### config.mk
export PLATFORM = sky130hd
export DESIGN_NAME = reorder_sequencer
export DESIGN_NICKNAME = d
export VERILOG_FILES = /design/src/rtl/reorder_pkg.sv /design/src/rtl/reorder_sequencer_mod_counter.sv /design/src/rtl/reorder_sequencer.sv
export SDC_FILE = /design/constraint.sdc
export NUM_CORES = 1
export LEC_CHECK = 0
export BUFFER_PORTS_ARGS = -buffer_cell sky130_fd_sc_hd__buf_2
export CAP_MARGIN = 20
export CORE_MARGIN = 3
export CORE_UTILIZATION = 45
export CTS_CLUSTER_SIZE = 14
export DETAILED_ROUTE_END_ITERATION = 16
export PLACE_DENSITY = 0.76
export SLEW_MARGIN = 20
export SYNTH_ARGS = -nofsm -noshare
export SYNTH_HDL_FRONTEND = slang
export SYNTH_SLANG_ARGS = --single-unit
### constraint.sdc
create_clock -name clk -period 5.4 [get_ports clk]
set_clock_uncertainty 0.2 [all_clocks]
set_input_delay 0.27 -clock clk [delete_from_list [all_inputs] [get_ports clk]]
set_output_delay 0.27 -clock clk [all_outputs]
set_load 0.02 [all_outputs]
### src/rtl/reorder_pkg.sv
// Shared types and constants for the reorder sequencer: FSM states,
// packet_status bit positions and a ceil-log2 helper.
package reorder_pkg;

  typedef enum logic [1:0] {
    ST_EMPTY = 2'd0,
    ST_WAIT  = 2'd1,
    ST_EMIT  = 2'd2
  } state_t;

  localparam int STATUS_RESOLVED = 0;
  localparam int STATUS_PASS     = 1;

  function automatic int CLOG2(input int n);
    int r;
    r = 0;
    while ((1 << r) < n) r++;
    return r;
  endfunction

endpackage

### src/rtl/reorder_sequencer_mod_counter.sv
// Wrapping modulo counter; MODULUS need not be a power of two.
module mod_counter #(
  parameter int WIDTH   = 6,
  parameter int MODULUS = 50
) (
  input  logic             clk,
  input  logic             rst,
  input  logic             inc,
  output logic [WIDTH-1:0] value
);

  localparam logic [WIDTH-1:0] LAST = WIDTH'(MODULUS - 1);

  always_ff @(posedge clk) begin
    if (!rst) begin
      value <= '0;
    end else if (inc) begin
      value <= (value == LAST) ? '0 : value + 1'b1;
    end
  end

endmodule

### src/rtl/reorder_sequencer.sv
// Reorder tag owner: allocates tags in arrival order and releases verdicts
// to the circular buffer strictly in allocation order.
module reorder_sequencer
  import reorder_pkg::*;
#(
  parameter int TAG_WIDTH            = 6,
  parameter int CIRCULAR_BUFFER_SIZE = 50
) (
  input  logic                 clk,
  input  logic                 rst,
  input  logic                 in_valid,
  output logic                 in_ready,
  output logic [TAG_WIDTH-1:0] alloc_tag,
  output logic                 cb_back_pressuring,
  output logic [TAG_WIDTH-1:0] cb_reorder_tag,
  input  logic [1:0]           cb_rd_packet_status,
  output logic                 out_valid,
  input  logic                 out_ready,
  output logic [TAG_WIDTH-1:0] out_tag,
  output logic                 out_pass,
  output logic                 retire_valid,
  output logic [TAG_WIDTH-1:0] retire_tag,
  output logic [TAG_WIDTH:0]   occupancy
);

  localparam logic [TAG_WIDTH:0] SIZE = (TAG_WIDTH + 1)'(CIRCULAR_BUFFER_SIZE);

  state_t               state, state_next;
  logic [TAG_WIDTH:0]   count, count_next;
  logic [TAG_WIDTH-1:0] head, tail;
  logic                 alloc, retire;

  assign alloc  = in_valid && in_ready;
  assign retire = out_valid && out_ready;

  mod_counter #(.WIDTH(TAG_WIDTH), .MODULUS(CIRCULAR_BUFFER_SIZE)) u_head (
    .clk   (clk),
    .rst   (rst),
    .inc   (retire),
    .value (head)
  );

  mod_counter #(.WIDTH(TAG_WIDTH), .MODULUS(CIRCULAR_BUFFER_SIZE)) u_tail (
    .clk   (clk),
    .rst   (rst),
    .inc   (alloc),
    .value (tail)
  );

  always_comb begin
    count_next = count;
    case ({alloc, retire})
      2'b10:   count_next = count + 1'b1;
      2'b01:   count_next = count - 1'b1;
      default: count_next = count;
    endcase
  end

  always_comb begin
    state_next = state;
    case (state)
      ST_EMPTY: if (count != '0) state_next = ST_WAIT;
      ST_WAIT:  if (cb_rd_packet_status[STATUS_RESOLVED]) state_next = ST_EMIT;
      ST_EMIT:  if (retire) state_next = (count_next != '0) ? ST_WAIT : ST_EMPTY;
      default:  state_next = ST_EMPTY;
    endcase
  end

  // in_ready is precomputed from count_next so it stays register-driven and
  // a same-cycle retire cannot reopen intake combinationally.
  always_ff @(posedge clk) begin
    if (!rst) begin
      state    <= ST_EMPTY;
      count    <= '0;
      in_ready <= 1'b1;
      out_tag  <= '0;
      out_pass <= 1'b0;
    end else begin
      state    <= state_next;
      count    <= count_next;
      in_ready <= (count_next != SIZE);
      if (state == ST_WAIT && cb_rd_packet_status[STATUS_RESOLVED]) begin
        out_tag  <= head;
        out_pass <= cb_rd_packet_status[STATUS_PASS];
      end
    end
  end

  assign out_valid          = (state == ST_EMIT);
  assign retire_valid       = retire;
  assign retire_tag         = head;
  assign alloc_tag          = tail;
  assign cb_reorder_tag     = head;
  assign cb_back_pressuring = !in_ready;
  assign occupancy          = count;

endmodule

; ---- Word level (Yosys, flattened, before mapping)
; Cells that the tools add are included.
[op_classes]
n_addsub = 4
n_eq_ne = 10
muxes = 8
reduce_logical = 8
[ops]
columns = cell, n
row1 = $pmux 7 s2, 1
row2 = $reduce_bool 7->1, 2
row3 = $add 6x1->6 const B, 2
row4 = $eq 6x6->1 const B, 2
row5 = $mux 6, 2
row6 = $add 7x1->7 const B, 1
row7 = $ne 7x6->1 const B, 1
row8 = $sub 7x1->7 const B, 1
row9 = $mux 2, 3
row10 = $pmux 2 s3, 1
row11 = $eq 2x1->1 const B, 2
row12 = $eq 2x2->1 const B, 2
row13 = $ne 2x2->1 const B, 2
row14 = $logic_and 1x1->1, 3
row15 = $reduce_and 3->1, 1
row16 = $logic_not 2->1, 1
row17 = $ne 2x1->1 const B, 1
row18 = $logic_not 1->1, 1
row19 = $mux 1, 1
[totals]
reg_bits = 29
input_bits = 6
elab_cells = 37

; ---- Longest topological paths before layout
; Gate-level depths: netlist of the first run.
[depth]
ltp_word = 8
mapped_depth = 12
depth_no_buf = 12

; ---- Modules after synthesis
; Synthesis of the first run repeated with hierarchy kept, for this count alone.
[hier_totals]
cells_unflattened = 210
area_unflattened_um2 = 1906.8
[by_module_without_submodules]
columns = module, n_inst, cells_each, area_each_um2, seq_area_each_um2
row1 = reorder_sequencer, 1, 150, 1313.8, 340.3
row2 = mod_counter, 2, 30, 296.5, 120.1

; ---- Least setup slack after synthesis of the first run
; No wires, ideal clock.
[synth_timing]
kind = register to register
from = register in_ready
to = register state[0]
setup_time_ps = 138
arrival_time_ps = 2262
slack_ps = 2800
stages_incl_launch_ff = 13
n_path_buf = 0
path_cell_list = dfxtp_1 and2_1 inv_2 nand2_4 xnor2_1 ha_1 a21oi_2 a211oi_1 a21oi_1 a32oi_1 mux2i_1 xor2_1 a41oi_2
[synth_via]
elab_chain_cells = 7
word_cells_on_any_way = 8
classes_between = 2 x eq/ne / 4 x mux / 2 x reduce/logical
[synth_rtl]
columns = element, line_no
row1 = "start, declared", reorder_sequencer.sv:12  ; output logic in_ready,
row2 = "start signal, assigned", reorder_sequencer.sv:81  ; in_ready <= (count_next != SIZE);
row3 = $logic_and 1x1->1 *, reorder_sequencer.sv:33  ; assign alloc = in_valid && in_ready;
row4 = $eq 2x1->1 / $eq 2x2->1 (equally long branches), reorder_sequencer.sv:52  ; case ({alloc, retire})
row5 = $pmux 7 s2 *, reorder_sequencer.sv:52
row6 = $reduce_bool 7->1 *, reorder_sequencer.sv:64  ; ST_EMIT: if (retire) state_next = (count_next != '0) ? ST_WAIT : ST_EMPTY;
row7 = $mux 1 *, reorder_sequencer.sv:64
row8 = $mux 2 *, reorder_sequencer.sv:64
row9 = $pmux 2 s3 *, reorder_sequencer.sv:61  ; case (state)
row10 = "end signal, assigned", reorder_sequencer.sv:79  ; state <= state_next;
row11 = "end, declared", reorder_sequencer.sv:28  ; state_t state, state_next;
; Every way passes the cells marked *; elsewhere a longest branch is shown, timed or not. The select of a mux whose other input is x is not followed.
; A chain may end at the register's enable or synchronous reset.

; ---- Worst setup path in the final report of the first run
; Ends and elaborated chain as after synthesis.

==> run metrics, run 1 <==
largest family of logic cells by synthesized area simple AND/OR/NAND/NOR gates; Post-Synth Adder-Cell Area 4.594%; largest net degree at the start of global routing 19; Initial Util 47.84%; global-route wire length before repair ~5700 um; vias per inst 5.306; cell area after layout roughly 1900 sq um; H-tree Lvls 2; CTS Buffer Depth 2; WL final 3494 um; Setup CP Type flop to flop; ratio of cells with drive above 1 in the final layout roughly a quarter; Final period util 54.86%; Rel. slew slack 53.70%; largest fanout on the critical path 12; DP HPWL roughly 2500 um; Int Pwr 0.3031 mW; VDD IR max 0.1196 mV; Final ANT Viol Nets 0; Layout area overhead 15.54%; Gate Count Post-Synth 187; nets around 230; Yosys warning count 0; Vias 1422; clock slew at reported path FFs 0.11 ns; status finished, final reports clean; CP endpoint kind flop; initial antenna violation count 0; die area 4390 sq um; CTS Buf Count 5; family with the most delay on the worst path compound AO/OA/AOI/OAI gates; synth unique cells 44; wire length per cell between 10 and 15 um; Hold WS 0.06070 ns; worst skew pair latency 0.34 ns; most frequent cells in the layout buf_2, dfxtp_1, nor2_1, nor2b_1, xor2_1; clock power share 30.9%; count of final hold-check violations 0; Fillers between 300 and 400; area of the multi-input gates approximately 940 sq um; GP Congestion slightly above 0.9; Psw 0.1434 mW; combinational share of power 16.4%; mapped cell area 1634 sq um; pwr dens 236.5 nW/um^2; CTS tree yes; Setup crit start kind flop; Hold Crit Class input port to flop; Final Critical Period 2.962 ns; Seq pwr share a little over half; DIE WIDTH 66.26 um; Post-Synth Simple-Gate Area 26.03%; Fmax achieved 0.3376 GHz; Critical Path AT 2.99 ns; # DRC 0; final worst slack 2.438 ns; vias in the first global route around 1300; DR iter-0 viols ~100; gr usage total between 15 and 20%; sequential fraction of the synthesis area 35.53%; Yosys reg bits 29; dominant cell type by area after synthesis dfxtp_1; sequential cell area a little under 600 sq um; Max Cap Violations 0; largest cells by area after synthesis dfxtp_1, nor2b_1, xor2_1; total grt overflow 0; Post-Synth XOR/XNOR Area under 10%; Leak around 0.85 nW; RSZ-0062 raised after global routing false; worst endpoint required time 5.42 ns; Antenna Cells 0; mux cell area share after synthesis 4.900%; Critical Path Slowest Stage Cell and2_1; cts repair resizes 0; post-place instance area 1810 sq um; most common cell after layout, fill and taps aside buf_2; Clock Tree Root clkbuf_4; syn avg cell area about 8.7 sq um; I/O Pins 42; Clock Sinks 29; number of core rows 21; Worst Max-Slew Pin Slew 0.6886 ns; cts hold-fix bufs 1; worst stage delay on the critical path around 0.43 ns; Buf/Inv on CP 1; top cell type's share of synthesized area a little over a third; compound-cell area share of the yosys netlist ~13%; Mapped Nets 199; setup bufs post-CTS 0; cells along the critical path and2_1 > inv_2 > nand2_4 > xnor2_1 > ha_1 > a21oi_2 > a211oi_1 > a21oi_1 > a32oi_1 > mux2i_1 > xor2_1 > a41oi_2; Sum Neg Setup Slack 0 ns; final setup violating endpoints 0; I/O Buffers 41; Net Sw Frac 32.12%; max-slew violations 0; core area 3416 sq um; drt first pass iters 4; DIE HEIGHT roughly 66 um; pre-CTS WS 2.462 ns
==> cell type report <==
| cell class | instances | area share, % |
|---|---|---|
| Inverter | 8 | 1.856 |
| Clock buffer | 5 | 1.988 |
| Multi-Input combinational cell | 135 | 49.77 |
| Tap cell | 46 | 3.048 |
| Timing Repair Buffer | 42 | 11.40 |
| Clock inverter | 3 | 1.193 |
| Sequential cell | 29 | 30.75 |
==> worst register-to-register path, stage by stage, from the launching register on <==
cell,delay [ns]
dfxtp_1,0.35
and2_1,0.43
inv_2,0.13
nand2_4,0.13
xnor2_1,0.13
ha_1,0.20
a21oi_2,0.07
a211oi_1,0.24
a21oi_1,0.07
a32oi_1,0.23
mux2i_1,0.23
xor2_1,0.29
a41oi_2,0.14
==> routing by layer <==
metal  GRT usage [%]  part of all wire, %  vias to the layer above
li1                -                    -                      721
met3           5.612                  6.7                        6
met5               0                    0                        -
met4           6.853                  1.3                        0
met1           20.31                   46                      649
met2           27.51                   46                       46
==> cell families (layout without fill, tap and decap cells) <==
kind of cell,count (synthesis),in the layout
multiplexers,8,8
flip-flops,29,29
XOR/XNOR,15,15
buffers and inverters,23,58
AND/OR/NAND/NOR,74,74
adder cells (fa/ha/maj),6,6
AO/OA/AOI/OAI,32,32
==> final timing paths <==
check / from / end / slack (ns) / depth (start not counted)
max: in_ready / state[0] / 2.44 / 12
min: out_ready / state[1] / 0.06 / 3
max reg2reg: in_ready / state[0] / 2.44 / 12
min reg2reg: out_pass / out_pass / 0.33 / 2
==> sequential cells by signal (all words and copies together), names as in the netlist <==
name and count:
in_ready 1, occupancy 7, out_pass 1, out_tag 6
state 2, u_head.value 6, u_tail.value 6
==> per-stage QoR <==
step | instances | util, % | power [mW]
after floorplan | 187 | - | 0.2937
after global placement | 259 | 53.00 | 0.3112
after detailed placement | 259 | 53.00 | 0.3125
after CTS | 268 | 55.05 | 0.4506
after global routing | 268 | 55.27 | 0.4695
final | 268 | 55.27 | 0.4466
==> synth_stat cells, drive strengths merged <==
| master | count |
|---|---|
| xnor2 | 5 |
| nand2b | 6 |
| a21boi | 1 |
| o31ai | 2 |
| or3 | 3 |
| nand4 | 5 |
| nand3 | 3 |
| a2111oi | 1 |
| buf | 12 |
| nor3 | 2 |
| a32oi | 1 |
| nand2 | 10 |
| nand4b | 2 |
| o21ai | 6 |
| ha | 6 |
| mux2i | 8 |
| clkbuf | 3 |
| and2 | 4 |
| o32ai | 1 |
| xor2 | 10 |
| o211ai | 1 |
| a211oi | 3 |
| inv | 8 |
| nor2b | 14 |
| a22oi | 1 |
| o22ai | 2 |
| o221ai | 1 |
| a41oi | 1 |
| nor2 | 18 |
| a21oi | 9 |
| a221oi | 1 |
| dfxtp | 29 |
| and3 | 1 |
| and4b | 1 |
| o41ai | 1 |
| nor4 | 3 |
| nand3b | 2 |
==> power groups by stage <==
stage,sequential [mW],combinational (mW),clock (mW)
floorplan,0.241,0.0529,0
global placement,0.240,0.0714,0
detailed placement,0.240,0.0723,0
CTS,0.235,0.0732,0.142
global route,0.237,0.0816,0.151
finish,0.236,0.0730,0.138
(Power assumes the default switching activity.)
==> run 2: changes to the inputs <==
==> constraint.sdc (replaced) <==
create_clock -name clk -period 3.1 [get_ports clk]
set_clock_uncertainty 0.2 [all_clocks]
set_input_delay 0.155 -clock clk [delete_from_list [all_inputs] [get_ports clk]]
set_output_delay 0.155 -clock clk [all_outputs]
set_load 0.02 [all_outputs]
==> run 2 against run 1 <==
  * Combinational power increased by 82%
  * Core utilization is 0.81 points higher
  * Cell count up 1.1%
  * Cell area up 1.5%
  * Worst setup slack worse by 2.2 ns
  * Highest routed layer unchanged
==> run metrics, run 2 (same netlist as run 1, synthesis figures left out) <==
max FFs per register 7 (unchanged); Clock Sinks 29 (unchanged); pwr dens 422.0 nW/um^2 (+78%); reg-to-reg startpoint state[0]; global-route wire length before repair 5940 um (+4.6%); Final period util 91.91%; vias in the first global route 1276 (-0.62%); most common cell after layout, fill and taps aside buf_2; # DRC 0 (unchanged); ratio of cells with drive above 1 in the final layout 25.78% (+0.10 points); Worst Max-Slew Pin Slew 0.9824 ns (+0.2939 ns); DP HPWL 2564 um (+2.3%); wire length per cell 13.32 um (+2.2%); I/O Buffers 41 (unchanged); Initial Util 47.84% (unchanged); RSZ-0062 raised after global routing false; FF-to-FF End in_ready; worst endpoint required time 3.10 ns (-2.32 ns); gr usage total 17.77% (+0.86 points); Leak 0.8744 nW (+3.3%); GP Congestion 0.9558 (+5.3%); number of core rows 21 (unchanged); crit path launch out_ready; drt first pass iters 4 (unchanged); count of final hold-check violations 0 (unchanged); CP endpoint kind flop; end point of the critical path in_ready; final setup violating endpoints 0 (unchanged); largest net degree at the start of global routing 19 (unchanged); Clock Tree Root clkbuf_4; worst skew pair latency 0.33 ns (about the same); most frequent cells in the layout buf_2, dfxtp_1, nor2_1, nor2b_1, xor2_1; CTS tree yes; nets 236 (+1.3%); WL final 3611 um (+3.3%); DR iter-0 viols 51 (-50%); r2r setup slk 0.29 ns (-2.15 ns); max-slew violations 0 (unchanged); die area 4390 sq um (unchanged); Final ANT Viol Nets 0 (unchanged); VDD IR max 0.2676 mV (+120%); Vias 1436 (+0.98%); Hold Crit Class input port to flop; largest fanout on the critical path 10 (-2); CTS Buffer Depth 2 (unchanged); Fillers 329 (+0.30%); Max Cap Violations 0 (unchanged); initial antenna violation count 0 (unchanged); H-tree Lvls 2 (unchanged); Antenna Cells 0 (unchanged); Setup crit start kind input port; post-place instance area 1826 sq um (+0.83%); Sum Neg Setup Slack 0 ns (unchanged); total grt overflow 0 (unchanged); Layout area overhead 17.23%; Fmax achieved 0.3510 GHz; I/O Pins 42 (unchanged); Final Critical Period 2.849 ns; Rel. slew slack 33.65% (-20 points); DIE WIDTH 66.26 um (unchanged); vias per inst 5.299 (-0.13%); cell area after layout 1916 sq um (+1.5%); Worst R2R Path Depth 12 (unchanged); DIE HEIGHT 66.26 um (unchanged); clock slew at reported path FFs 0.10 ns (about the same); Setup CP Type input port to flop; status finished, final reports clean; Critical Path AT 2.85 ns (-0.14 ns); core area 3416 sq um (unchanged); CTS Buf Count 5 (unchanged)
-- run 2: cell types whose count changed in the layout (fill, tap and decap cells not counted), sizes merged --
cell and change:
clkinvlp -3, dlygate4sd3 +1, clkbuf +2, buf +2
clkinv +1
-- run 2: per-layer routing --
metal	up-vias	routed length [um]	track usage (%)
li1	716	-	-
met3	7	265	5.612
met4	0	51	6.345
met2	52	1600	26.77
met5	-	0	0
met1	661	1694	23.63
-- run 2: what timing repair did --
item	4_1_cts	5_1_grt
gates resized for setup	0	0
setup buffers	0	0
hold buffers	2	0
endpoints found under the hold margin	2	0
-- run 2: critical path, stage by stage --
cell           delay (ns)
dlygate4sd3_1        0.53
buf_2                0.13
nand3b_4             0.15
inv_6                0.14
nand2_4              0.08
xnor2_1              0.15
ha_1                 0.20
a21oi_2              0.07
nor4_1               0.20
a21oi_1              0.11
a32oi_1              0.24
mux2i_1              0.27
xor2_1               0.27
nand4b_1             0.13
-- run 2: stage by stage --
stage               util [%]  total power, mW  cells  worst slack, ns  hold slack, ns
finish                 56.08           0.8084    271           0.2508         0.03363
global route           56.08           0.8552    271          0.01523         0.02245
CTS                    56.08           0.8144    271           0.2606         0.02103
detailed placement     53.44           0.5489    261           0.3479          0.2258
global placement       53.44           0.5484    261           0.4313          0.2116
floorplan                  -           0.5116    187           0.4997         0.08317
-- run 2: where the power goes --
part           internal (mW)  switching (mW)  total (mW)  leakage (nW)
logic                 0.0584          0.0749       0.133         0.598
clock network          0.131           0.134       0.265        0.0413
registers              0.386          0.0240       0.410         0.235
total                  0.575           0.233       0.808         0.874
-- run 2: layout make-up --
class,count,area (sq um),share of cell area (%)
multi-input combinational,135,932.1,48.66
sequential,29,580.6,30.31
timing repair buffer,45,240.2,12.54
clock buffer,7,65.06,3.396
tap,46,57.56,3.005
inverter,8,35.03,1.829
clock inverter,1,5.005,0.2613
-- run 2: worst min-delay path by stage --
| stage | from | endpoint | cells after the start |
|---|---|---|---|
| after floorplan | rst | out_tag[2] | 1 |
| after detailed placement | cb_rd_packet_status[1] | out_pass | 3 |
| after global routing | rst | out_tag[3] | 2 |
| after global placement | cb_rd_packet_status[1] | out_pass | 3 |
| after CTS | rst | occupancy[3] | 2 |
| final | rst | occupancy[3] | 2 |
